[config.mk]
export PLATFORM = sky130hd
export DESIGN_NAME = ram_share_arbiter_flat
export DESIGN_NICKNAME = d
export VERILOG_FILES = /design/src/rtl/ram_share_arbiter_if.sv /design/src/rtl/ram_share_arbiter.sv /design/src/flat_wrapper.sv
export SDC_FILE = /design/constraint.sdc
export NUM_CORES = 1
export LEC_CHECK = 0
export CORE_ASPECT_RATIO = 1.4
export CORE_MARGIN = 2
export CORE_UTILIZATION = 34
export CTS_CLUSTER_DIAMETER = 50
export DETAILED_ROUTE_END_ITERATION = 8
export HOLD_SLACK_MARGIN = 0.03
export PLACE_DENSITY = 0.79
export SLEW_MARGIN = 10
export SYNTH_ARGS = -nofsm -noshare
export SYNTH_HDL_FRONTEND = slang
export SYNTH_SLANG_ARGS = --single-unit
[constraint.sdc]
create_clock -name clk -period 1.4 [get_ports clk]
set_input_delay 0.14 -clock clk [delete_from_list [all_inputs] [get_ports clk]]
set_output_delay 0.14 -clock clk [all_outputs]
set_load 0.005 [all_outputs]
[src/rtl/ram_share_arbiter_if.sv]
// Requester-side bus of the shared scratch RAM: two request ports plus the read-data return.
// Optional lock0/lock1 exist only when RAM_SHARE_ARBITER_LOCK_EN is defined.
`timescale 1ns/1ps
interface ram_share_arbiter_if #(
  parameter int A = 5,
  parameter int D = 4
);
  logic         req0;
  logic         we0;
  logic [A-1:0] addr0;
  logic [D-1:0] din0;
  logic         gnt0;
  logic         req1;
  logic         we1;
  logic [A-1:0] addr1;
  logic [D-1:0] din1;
  logic         gnt1;
  logic [D-1:0] rdata;
`ifdef RAM_SHARE_ARBITER_LOCK_EN
  logic         lock0;
  logic         lock1;
`endif

  modport master (
    output req0, we0, addr0, din0,
    output req1, we1, addr1, din1,
`ifdef RAM_SHARE_ARBITER_LOCK_EN
    output lock0, lock1,
`endif
    input  gnt0, gnt1, rdata
  );

  modport slave (
    input  req0, we0, addr0, din0,
    input  req1, we1, addr1, din1,
`ifdef RAM_SHARE_ARBITER_LOCK_EN
    input  lock0, lock1,
`endif
    output gnt0, gnt1, rdata
  );
endinterface

[src/rtl/ram_share_arbiter.sv]
// Owns the single port of the scratch RAM: zero-sweeps it after reset / clr_start, then
// grants one access per clock round-robin. Optional owner lock: RAM_SHARE_ARBITER_LOCK_EN.
`timescale 1ns/1ps
module ram_share_arbiter #(
  parameter int A = 5,
  parameter int D = 4
) (
  input  logic                clk,
  input  logic                rst_n,
  input  logic                clr_start_i,
  output logic                clr_busy_o,
  ram_share_arbiter_if.slave  req_if,
  output logic [A-1:0]        mem_addr_o,
  output logic [D-1:0]        mem_din_o,
  output logic                mem_we_o,
  input  logic [D-1:0]        mem_dout_i
);

  localparam logic [0:0]   CLEAR   = 1'b0;
  localparam logic [0:0]   ARB     = 1'b1;
  localparam logic [A-1:0] CNT_MAX = '1;

  logic [0:0]   mode_q, mode_d;
  logic [A-1:0] cnt_q, cnt_d;
  logic         prio_q, prio_d;
  logic [A-1:0] last_addr_q;
  logic         gnt0, gnt1;
  logic         clr_req;

`ifdef RAM_SHARE_ARBITER_LOCK_EN
  logic own_q, own_d;
  logic owner_q, owner_d;
  logic pend_q, pend_d;
  logic hold;

  // The owner keeps the port only while it still presents both req and lock.
  assign hold    = own_q && (owner_q ? (req_if.req1 && req_if.lock1)
                                     : (req_if.req0 && req_if.lock0));
  assign clr_req = clr_start_i || pend_q;
`else
  assign clr_req = clr_start_i;
`endif

  // NOTE: every always_comb output gets a default first so no path can infer a latch.
  always_comb begin
    gnt0 = 1'b0;
    gnt1 = 1'b0;
    if (mode_q == ARB) begin
      if (req_if.req0 && req_if.req1) begin
        gnt0 = !prio_q;
        gnt1 = prio_q;
      end else begin
        gnt0 = req_if.req0;
        gnt1 = req_if.req1;
      end
`ifdef RAM_SHARE_ARBITER_LOCK_EN
      if (hold) begin
        gnt0 = !owner_q;
        gnt1 = owner_q;
      end
`endif
    end
  end

  always_comb begin
    mem_we_o   = 1'b1;
    mem_addr_o = cnt_q;
    mem_din_o  = '0;
    if (mode_q == ARB) begin
      mem_we_o   = 1'b0;
      mem_addr_o = last_addr_q;
      if (gnt1) begin
        mem_we_o   = req_if.we1;
        mem_addr_o = req_if.addr1;
        mem_din_o  = req_if.din1;
      end else if (gnt0) begin
        mem_we_o   = req_if.we0;
        mem_addr_o = req_if.addr0;
        mem_din_o  = req_if.din0;
      end
    end
  end

  assign req_if.gnt0  = gnt0;
  assign req_if.gnt1  = gnt1;
  assign req_if.rdata = mem_dout_i;
  assign clr_busy_o   = (mode_q == CLEAR);

  always_comb begin
    mode_d = mode_q;
    cnt_d  = cnt_q;
    prio_d = prio_q;
`ifdef RAM_SHARE_ARBITER_LOCK_EN
    own_d   = 1'b0;
    owner_d = owner_q;
    pend_d  = pend_q;
`endif
    if (mode_q == CLEAR) begin
      cnt_d = cnt_q + 1'b1;
      if (cnt_q == CNT_MAX) begin
        mode_d = ARB;
        cnt_d  = '0;
      end
    end else begin
      // While a lock is held the owner is re-granted, so prio already points at the other port on release.
      if (gnt0 || gnt1) prio_d = gnt0;
`ifdef RAM_SHARE_ARBITER_LOCK_EN
      own_d   = (gnt0 && req_if.lock0) || (gnt1 && req_if.lock1);
      owner_d = gnt1;
      if (clr_req && own_d) begin
        pend_d = 1'b1;
      end else if (clr_req) begin
        mode_d = CLEAR;
        cnt_d  = '0;
        prio_d = 1'b0;
        pend_d = 1'b0;
      end
`else
      if (clr_req) begin
        mode_d = CLEAR;
        cnt_d  = '0;
        prio_d = 1'b0;
      end
`endif
    end
  end

  // NOTE: sequential state uses non-blocking assignments so all flops update from pre-edge values.
  always_ff @(posedge clk or negedge rst_n) begin
    if (!rst_n) begin
      mode_q      <= CLEAR;
      cnt_q       <= '0;
      prio_q      <= 1'b0;
      last_addr_q <= '0;
`ifdef RAM_SHARE_ARBITER_LOCK_EN
      own_q       <= 1'b0;
      owner_q     <= 1'b0;
      pend_q      <= 1'b0;
`endif
    end else begin
      mode_q      <= mode_d;
      cnt_q       <= cnt_d;
      prio_q      <= prio_d;
      last_addr_q <= mem_addr_o;
`ifdef RAM_SHARE_ARBITER_LOCK_EN
      own_q       <= own_d;
      owner_q     <= owner_d;
      pend_q      <= pend_d;
`endif
    end
  end

endmodule

[src/flat_wrapper.sv]
// flat-port wrapper written by rule: the top's interface ports become plain ports
module ram_share_arbiter_flat 
#(
  parameter int A = 5,
  parameter int D = 4
)
  (clk, rst_n, clr_start_i, clr_busy_o, mem_addr_o, mem_din_o, mem_we_o, mem_dout_i, req_if_req0, req_if_we0, req_if_addr0, req_if_din0, req_if_req1, req_if_we1, req_if_addr1, req_if_din1, req_if_gnt0, req_if_gnt1, req_if_rdata);
  ram_share_arbiter_if #(.A(A), .D(D)) req_if_i ();
  input  logic clk;
  input  logic rst_n;
  input  logic clr_start_i;
  output logic clr_busy_o;
  output logic [A-1:0] mem_addr_o;
  output logic [D-1:0] mem_din_o;
  output logic mem_we_o;
  input  logic [D-1:0] mem_dout_i;
  input wire logic [$bits(req_if_i.req0)-1:0] req_if_req0;
  input wire logic [$bits(req_if_i.we0)-1:0] req_if_we0;
  input wire logic [$bits(req_if_i.addr0)-1:0] req_if_addr0;
  input wire logic [$bits(req_if_i.din0)-1:0] req_if_din0;
  input wire logic [$bits(req_if_i.req1)-1:0] req_if_req1;
  input wire logic [$bits(req_if_i.we1)-1:0] req_if_we1;
  input wire logic [$bits(req_if_i.addr1)-1:0] req_if_addr1;
  input wire logic [$bits(req_if_i.din1)-1:0] req_if_din1;
  output wire logic [$bits(req_if_i.gnt0)-1:0] req_if_gnt0;
  output wire logic [$bits(req_if_i.gnt1)-1:0] req_if_gnt1;
  output wire logic [$bits(req_if_i.rdata)-1:0] req_if_rdata;
  assign req_if_i.req0 = req_if_req0;
  assign req_if_i.we0 = req_if_we0;
  assign req_if_i.addr0 = req_if_addr0;
  assign req_if_i.din0 = req_if_din0;
  assign req_if_i.req1 = req_if_req1;
  assign req_if_i.we1 = req_if_we1;
  assign req_if_i.addr1 = req_if_addr1;
  assign req_if_i.din1 = req_if_din1;
  assign req_if_gnt0 = req_if_i.gnt0;
  assign req_if_gnt1 = req_if_i.gnt1;
  assign req_if_rdata = req_if_i.rdata;
  ram_share_arbiter #(.A(A), .D(D)) u_core (.clk(clk), .rst_n(rst_n), .clr_start_i(clr_start_i), .clr_busy_o(clr_busy_o), .req_if(req_if_i), .mem_addr_o(mem_addr_o), .mem_din_o(mem_din_o), .mem_we_o(mem_we_o), .mem_dout_i(mem_dout_i));
endmodule
==> results of run 1 <==
-- cell usage after synthesis (all sizes together), types with 2 or more instances --
master,count,share of area
and3,2,0.015
nor2,11,0.051
a221oi,5,0.054
ha,2,0.031
nand2b,6,0.046
nand2,6,0.037
buf,8,0.082
a21oi,2,0.012
mux2i,10,0.12
a32oi,5,0.054
o21ai,3,0.019
dfrtp,12,0.37
-- flip-flops by register name (all words and copies together), names as in the netlist --
register            count
u_core.cnt_q            5
u_core.last_addr_q      5
u_core.mode_q           1
u_core.prio_q           1
-- worst reg2reg max path, stage by stage (launching register included) --
cell,delay [ps]
dfrtp_1,400
buf_6,130
nand2_8,80
mux2i_1,260
a221oi_2,120
buf_4,160
buf_4,120
-- metal layers --
| layer | vias to the layer above | track usage |
|---|---|---|
| li1 | 436 | - |
| met1 | 442 | 0.212 |
| met3 | 6 | 0.0318 |
| met4 | 0 | 0.0630 |
| met2 | 43 | 0.382 |
| met5 | - | 0 |
-- placed cells by master, fill, tap and decap left out, types with 3 or more instances in the layout --
cell type,instances
nor2_1,9
buf_2,10
a32oi_1,4
dfrtp_1,12
clkbuf_4,3
buf_6,11
nand2_1,5
dlygate4sd2_1,3
nand2b_1,5
clkdlybuf4s50_1,22
mux2i_1,10
buf_4,24
a221oi_2,5
-- where the power goes --
part           total (uW)  switching (uW)  internal (uW)  leakage [uW]
Clock                 201             102           99.3     0.0000138
Combinational        1820             781           1040      0.000561
Sequential            606            96.2            510      0.000150
Total                2630             979           1650      0.000725
-- cell families (layout without fill, tap and decap cells) --
group | Yosys count | count (layout) | synth area share
AO/OA/AOI/OAI | 20 | 20 | 0.192
adder cells (fa/ha/maj) | 2 | 2 | 0.0309
buffers and inverters | 10 | 75 | 0.0912
flip-flops | 12 | 12 | 0.371
multiplexers | 11 | 11 | 0.138
AND/OR/NAND/NOR | 29 | 29 | 0.178
-- how the worst min path moves through the flow --
stage,startpoint,end,depth (start not counted)
after floorplan,rst_n,u_core.cnt_q[0],0
after global placement,mem_dout_i[0],req_if_rdata[0],0
after detailed placement,mem_dout_i[0],req_if_rdata[0],0
after CTS,rst_n,u_core.last_addr_q[1],1
after global routing,rst_n,u_core.prio_q,1
final,rst_n,u_core.last_addr_q[1],1
-- area by class of cell --
class / count / share of cell area
Clock buffer: 3 / 0.0150
Inverter: 2 / 0.00584
Multi-Input combinational cell: 62 / 0.360
Sequential cell: 12 / 0.200
Tap cell: 22 / 0.0183
Timing Repair Buffer: 70 / 0.400
-- per-stage QoR --
step	setup TNS, ps	cell area [sq um]	setup slack (ps)	util	hold WS (ps)
after global routing	-2830	1500	-326	0.674	266
after CTS	-1430	1420	-186	0.638	237
final	-1740	1500	-237	0.674	233
after global placement	-6450	1250	-611	0.561	280
after floorplan	0	812	14.4	-	-156
after detailed placement	-7500	1250	-682	0.561	280
-- timing repair --
action	in CTS	in global routing
resized for setup	73	10
pin swaps	20	7
endpoints found under the setup margin	18	16
cloned	0	0
setup buffers	15	4
==> flow_metrics.py, run 1 <==
metrics = {
    "outcome": {
        "run_status": "complete, but fails checks",
        "violations": "setup timing",
    },
    "layout": {
        "stdcell_count": 171,
        "synthToLayoutAreaGrowth_pct": 85.3,
        "final_nets": 182,
        "fillers": 158,
        "multi_input_area_sq_um": 541,
        "ff_latch_area_sq_um": 300,
        "drive_above_1_share": 0.450,
        "antenna_cells": 0,
    },
    "detailed_routing": {
        "wl_met1_mm": 1.07,
        "route.detailed.drc": 0,
        "wl_met2_mm": 1.63,
        "ant_nets": 0,
        "vias": 927,
        "drt-total-wl_mm": 2.97,
        "drt_iter0_markers": 32,
        "via_per_inst": 5.42,
        "drtPass1Iterations": 4,
        "avgRoutedWirePerCell_um": 17.3,
        "top_layer": "met4",
        "met3_length_um": 211,
    },
    "worst_setup_path": {
        "cp_slowest_cell": "dfrtp_1",
        "start_kind": "flop",
        "worstPathCellList": "buf_6 -> nand2_8 -> mux2i_1 -> a221oi_2 -> buf_2",
        "end_kind": "output pin",
        "worst_ep_arrival_time_ps": 1500,
        "cpPeakStageDelay_ps": 380,
        "cpLargestDelayFamily": "flip-flops",
        "critPathMaxFanout": 5,
        "cp_num_buf_inv": 2,
        "worstRegToRegCells": 6,
        "reg2reg_to": "u_core.last_addr_q[1]",
        "reg2reg_slack_ps": 30,
        "cp.required_ps": 1260,
        "crit_start": "u_core.prio_q",
        "path_class": "reg -> out",
        "r2r-start": "u_core.prio_q",
        "cp.depth": 5,
        "cp-endpoint": "mem_addr_o[3]",
    },
    "power": {
        "powerDensity_nw_per_um2": 1750,
        "p_leak_uw": 0.000725,
        "peakVddDrop_mv": 0.804,
        "p_total_uw": 2630,
    },
    "global_routing": {
        "grt_use_total": 0.197,
        "grt_pass1_vias": 905,
        "overflow": 0,
        "antenna_found_initial": 0,
        "grt_pass1_wl_mm": 3.98,
        "grt_max_degree": 13,
    },
    "die": {
        "dieArea_sq_um": 2790,
        "ios": 46,
        "fp-row-count": 20,
        "fp.dieH_um": 61.7,
        "core-area_sq_um": 2230,
        "start_util": 0.363,
        "die_width_um": 45.2,
    },
    "cts": {
        "insertion_delay_ps": 260,
        "hold_buffers": 0,
        "htreeDepth": 1,
        "clk_pin_slew_ps": 70,
        "cts.sinks": 12,
        "cts_made_buffers": 3,
        "cts_buffer_depth": 2,
        "cts_tree": "yes",
        "clockRootBuffer": "clkbuf_4",
    },
    "timing": {
        "rsz0062_at_grt": "yes",
        "max_freq_mhz": 611,
        "setup_viol": 12,
        "tightestPinTransition_ps": 557,
        "setup_slack_ps": -237,
        "fin_crit_ps": 1640,
        "fin_skew_ps": 2.39,
        "slew_headroom": 0.628,
        "hold_viol": 0,
        "maxSlewViolCount": 0,
        "timing.final.crit_share": 1.17,
    },
    "yosys": {
        "ys_seq_area_frac": 0.371,
        "netlist_instances": 84,
        "ys_ff_latch": 12,
        "netlist_area_sq_um": 810,
        "syn-num-nets": 115,
        "yosysWarningCount": 0,
        "avgSynthCellArea_sq_um": 9.64,
        "async_reset_ff_frac": 1.00,
        "synthFlopType": "dfrtp_1",
        "synth-edff-count": 0,
        "ys_types": 28,
    },
    "placement": {
        "dp.cells": 149,
        "place_congestion": 0.798,
        "io_buffer_count": 37,
        "dp_hpwl_mm": 1.81,
    },
    "min_path": {
        "hold_path.class": "in -> async",
    },
    "run": {
        "max-cap-violations": 0,
    },
}
(Power assumes the default switching activity.)
==> run 2: changes to the inputs <==
--- a/config.mk
+++ b/config.mk
@@ -10,8 +10,10 @@
 export CORE_UTILIZATION = 34
 export CTS_CLUSTER_DIAMETER = 50
 export DETAILED_ROUTE_END_ITERATION = 8
+export GPL_TIMING_DRIVEN = 0
 export HOLD_SLACK_MARGIN = 0.03
 export PLACE_DENSITY = 0.79
+export SKIP_LAST_GASP = 1
 export SLEW_MARGIN = 10
 export SYNTH_ARGS = -nofsm -noshare
 export SYNTH_HDL_FRONTEND = slang
==> run 2 against run 1 <==
  * The flow still finishes with violations (setup timing)
  * Wire length rose by 2.5%
  * Via count increased by 2.3%
  * Critical path depth is 1 lower
  * Setup slack better by 44 ps
  * Core utilization increased by 4.7 points
  * Global-route usage is 1.6 points higher
  * Sequential power rose by 6.8%
  * Cell count decreased by 0.58%
==> flow_metrics.py, run 2 (synthesized netlist as in run 1, its figures left out) <==
metrics = {
    "outcome": {
        "run_status": "complete, but fails checks",
        "violations": "setup timing",
    },
    "worst_setup_path": {
        "crit_start": "u_core.prio_q",
        "start_kind": "flop",
        "worstRegToRegCells": 6,
        "cp_slowest_cell": "dfrtp_2",
        "cp_num_buf_inv": 1,
        "cpPeakStageDelay_ps": 460,
        "path_class": "reg -> out",
        "reg2reg_to": "u_core.cnt_q[2]",
        "worst_ep_arrival_time_ps": 1450,
        "critPathMaxFanout": 5,
        "cp.required_ps": 1260,
        "cpLargestDelayFamily": "flip-flops",
        "end_kind": "output pin",
        "worstPathCellList": "nand2_4 -> mux2i_1 -> a221oi_4 -> buf_2",
        "r2r-start": "u_core.cnt_q[1]",
        "reg2reg_slack_ps": 10,
    },
    "die": {
        "core-area_sq_um": 2230,
        "fp-row-count": 20,
        "dieArea_sq_um": 2790,
        "ios": 46,
        "start_util": 0.363,
        "fp.dieH_um": 61.7,
        "die_width_um": 45.2,
    },
    "cts": {
        "cts.sinks": 12,
        "htreeDepth": 1,
        "cts_buffer_depth": 2,
        "clk_pin_slew_ps": 70,
        "insertion_delay_ps": 260,
        "cts_made_buffers": 3,
        "cts_tree": "yes",
        "clockRootBuffer": "clkbuf_4",
        "hold_buffers": 0,
    },
    "timing": {
        "setup_slack_ps": -194,
        "fin_skew_ps": 2.89,
        "fin_tns_setup_ps": -1650,
        "fin_crit_ps": 1590,
        "setup_viol": 10,
        "slew_headroom": 0.639,
        "timing.final.crit_share": 1.14,
        "hold_viol": 0,
        "tightestPinTransition_ps": 540,
        "maxSlewViolCount": 0,
        "rsz0062_at_grt": "yes",
        "max_freq_mhz": 627,
    },
    "power": {
        "p_total_uw": 2660,
        "p_sw_uw": 1040,
        "p_int_uw": 1620,
        "swShare": 0.390,
        "powerDensity_nw_per_um2": 1660,
        "p_leak_uw": 0.000729,
        "pwr-share-comb": 0.681,
        "pwr-share-seq": 0.243,
        "power_frac_clock": 0.076,
        "peakVddDrop_mv": 0.957,
    },
    "detailed_routing": {
        "via_per_inst": 5.58,
        "drt-total-wl_mm": 3.04,
        "ant_nets": 0,
        "avgRoutedWirePerCell_um": 17.9,
        "vias": 948,
        "drt_iter0_markers": 21,
        "route.detailed.drc": 0,
        "drtPass1Iterations": 4,
    },
    "placement": {
        "post-place-ws_ps": -652,
        "dp.cells": 146,
        "place_congestion": 0.796,
        "io_buffer_count": 40,
        "dp_hpwl_mm": 1.80,
    },
    "global_routing": {
        "grt_pass1_vias": 961,
        "grt_pass1_wl_mm": 4.38,
        "grt_max_degree": 13,
        "overflow": 0,
        "grt_use_total": 0.213,
        "antenna_found_initial": 0,
    },
    "layout": {
        "finalCoreUtilization": 0.720,
        "synthToLayoutAreaGrowth_pct": 98.1,
        "stdcell_count": 170,
        "final_nets": 181,
        "drive_above_1_share": 0.466,
        "reg_top3": "u_core.cnt_q (5), u_core.last_addr_q (5)",
        "layout_commonest_cell": "clkdlybuf4s50_1",
        "fillers": 145,
        "antenna_cells": 0,
        "layout_common_cells": "clkdlybuf4s50_1, buf_4, buf_2",
    },
    "run": {
        "max-cap-violations": 0,
    },
    "min_path": {
        "hold_path.class": "in -> async",
    },
}
==> run 2: changes by cell type in the layout (fill, tap and decap cells not counted), sizes merged <==
| cell | before | now |
|---|---|---|
| buf | 45 | 41 |
| clkdlybuf4s50 | 22 | 26 |
| dlygate4sd2 | 3 | 2 |
==> run 2: what timing repair did <==
| action | in CTS | in global routing |
|---|---|---|
| cloned | 1 | 0 |
| pin swaps | 21 | 13 |
| resized for setup | 85 | 10 |
| buffers inserted | 18 | 2 |
| setup endpoints to repair | 18 | 13 |
==> run 2: how the worst max path moves through the flow <==
stage / end / slack, ps / cells past startpoint
2_1_floorplan: u_core.cnt_q[3] / 10 / 6
3_3_place_gp: mem_addr_o[0] / -610 / 4
3_5_place_dp: mem_addr_o[4] / -650 / 4
4_1_cts: mem_din_o[1] / -160 / 5
5_1_grt: mem_din_o[2] / -300 / 5
6_report: mem_addr_o[1] / -190 / 4
==> run 2: per-stage QoR <==
| step | hold slack, ps | area [sq um] |
|---|---|---|
| floorplan | -156 | 812 |
| global placement | 516 | 1240 |
| detailed placement | 525 | 1240 |
| CTS | 238 | 1530 |
| global route | 283 | 1600 |
| finish | 229 | 1600 |
==> run 2: area by class of cell <==
| class | instances | area, sq um | share of cell area |
|---|---|---|---|
| timing repair buffer | 61 | 534 | 0.333 |
| clock buffer | 3 | 22.5 | 0.0140 |
| inverter | 2 | 12.5 | 0.00780 |
| multi-input combinational | 62 | 618 | 0.385 |
| tap | 22 | 27.5 | 0.0172 |
| sequential | 12 | 302 | 0.188 |
| buffer | 8 | 87.6 | 0.0546 |
==> run 2: power groups by stage <==
stage | registers [uW] | clock network (uW) | logic [uW]
2_1_floorplan | 597 | 0 | 583
3_3_place_gp | 616 | 0 | 1040
4_1_cts | 621 | 206 | 1620
5_1_grt | 662 | 220 | 1950
6_report | 647 | 202 | 1810
3_5_place_dp | 625 | 0 | 1080
==> run 2: metal layers <==
metal | GRT usage | up-vias | share of wire
met2 | 0.414 | 39 | 0.57
met3 | 0.0318 | 6 | 0.041
li1 | - | 435 | -
met4 | 0.0546 | 0 | 0.012
met5 | 0 | - | 0
met1 | 0.236 | 468 | 0.38
==> run 3: changes to the inputs <==
--- a/config.mk
+++ b/config.mk
@@ -5,6 +5,7 @@
 export SDC_FILE = /design/constraint.sdc
 export NUM_CORES = 1
 export LEC_CHECK = 0
+export ABC_CLOCK_PERIOD_IN_PS = 1400
 export CORE_ASPECT_RATIO = 1.4
 export CORE_MARGIN = 2
 export CORE_UTILIZATION = 34
@@ -14,7 +15,7 @@
 export HOLD_SLACK_MARGIN = 0.03
 export PLACE_DENSITY = 0.79
 export SKIP_LAST_GASP = 1
-export SLEW_MARGIN = 10
+export SLEW_MARGIN = 20
 export SYNTH_ARGS = -nofsm -noshare
 export SYNTH_HDL_FRONTEND = slang
 export SYNTH_SLANG_ARGS = --single-unit
==> results of run 3 <==
No change in the layout: final DEF, timing and power equal those of run 2.
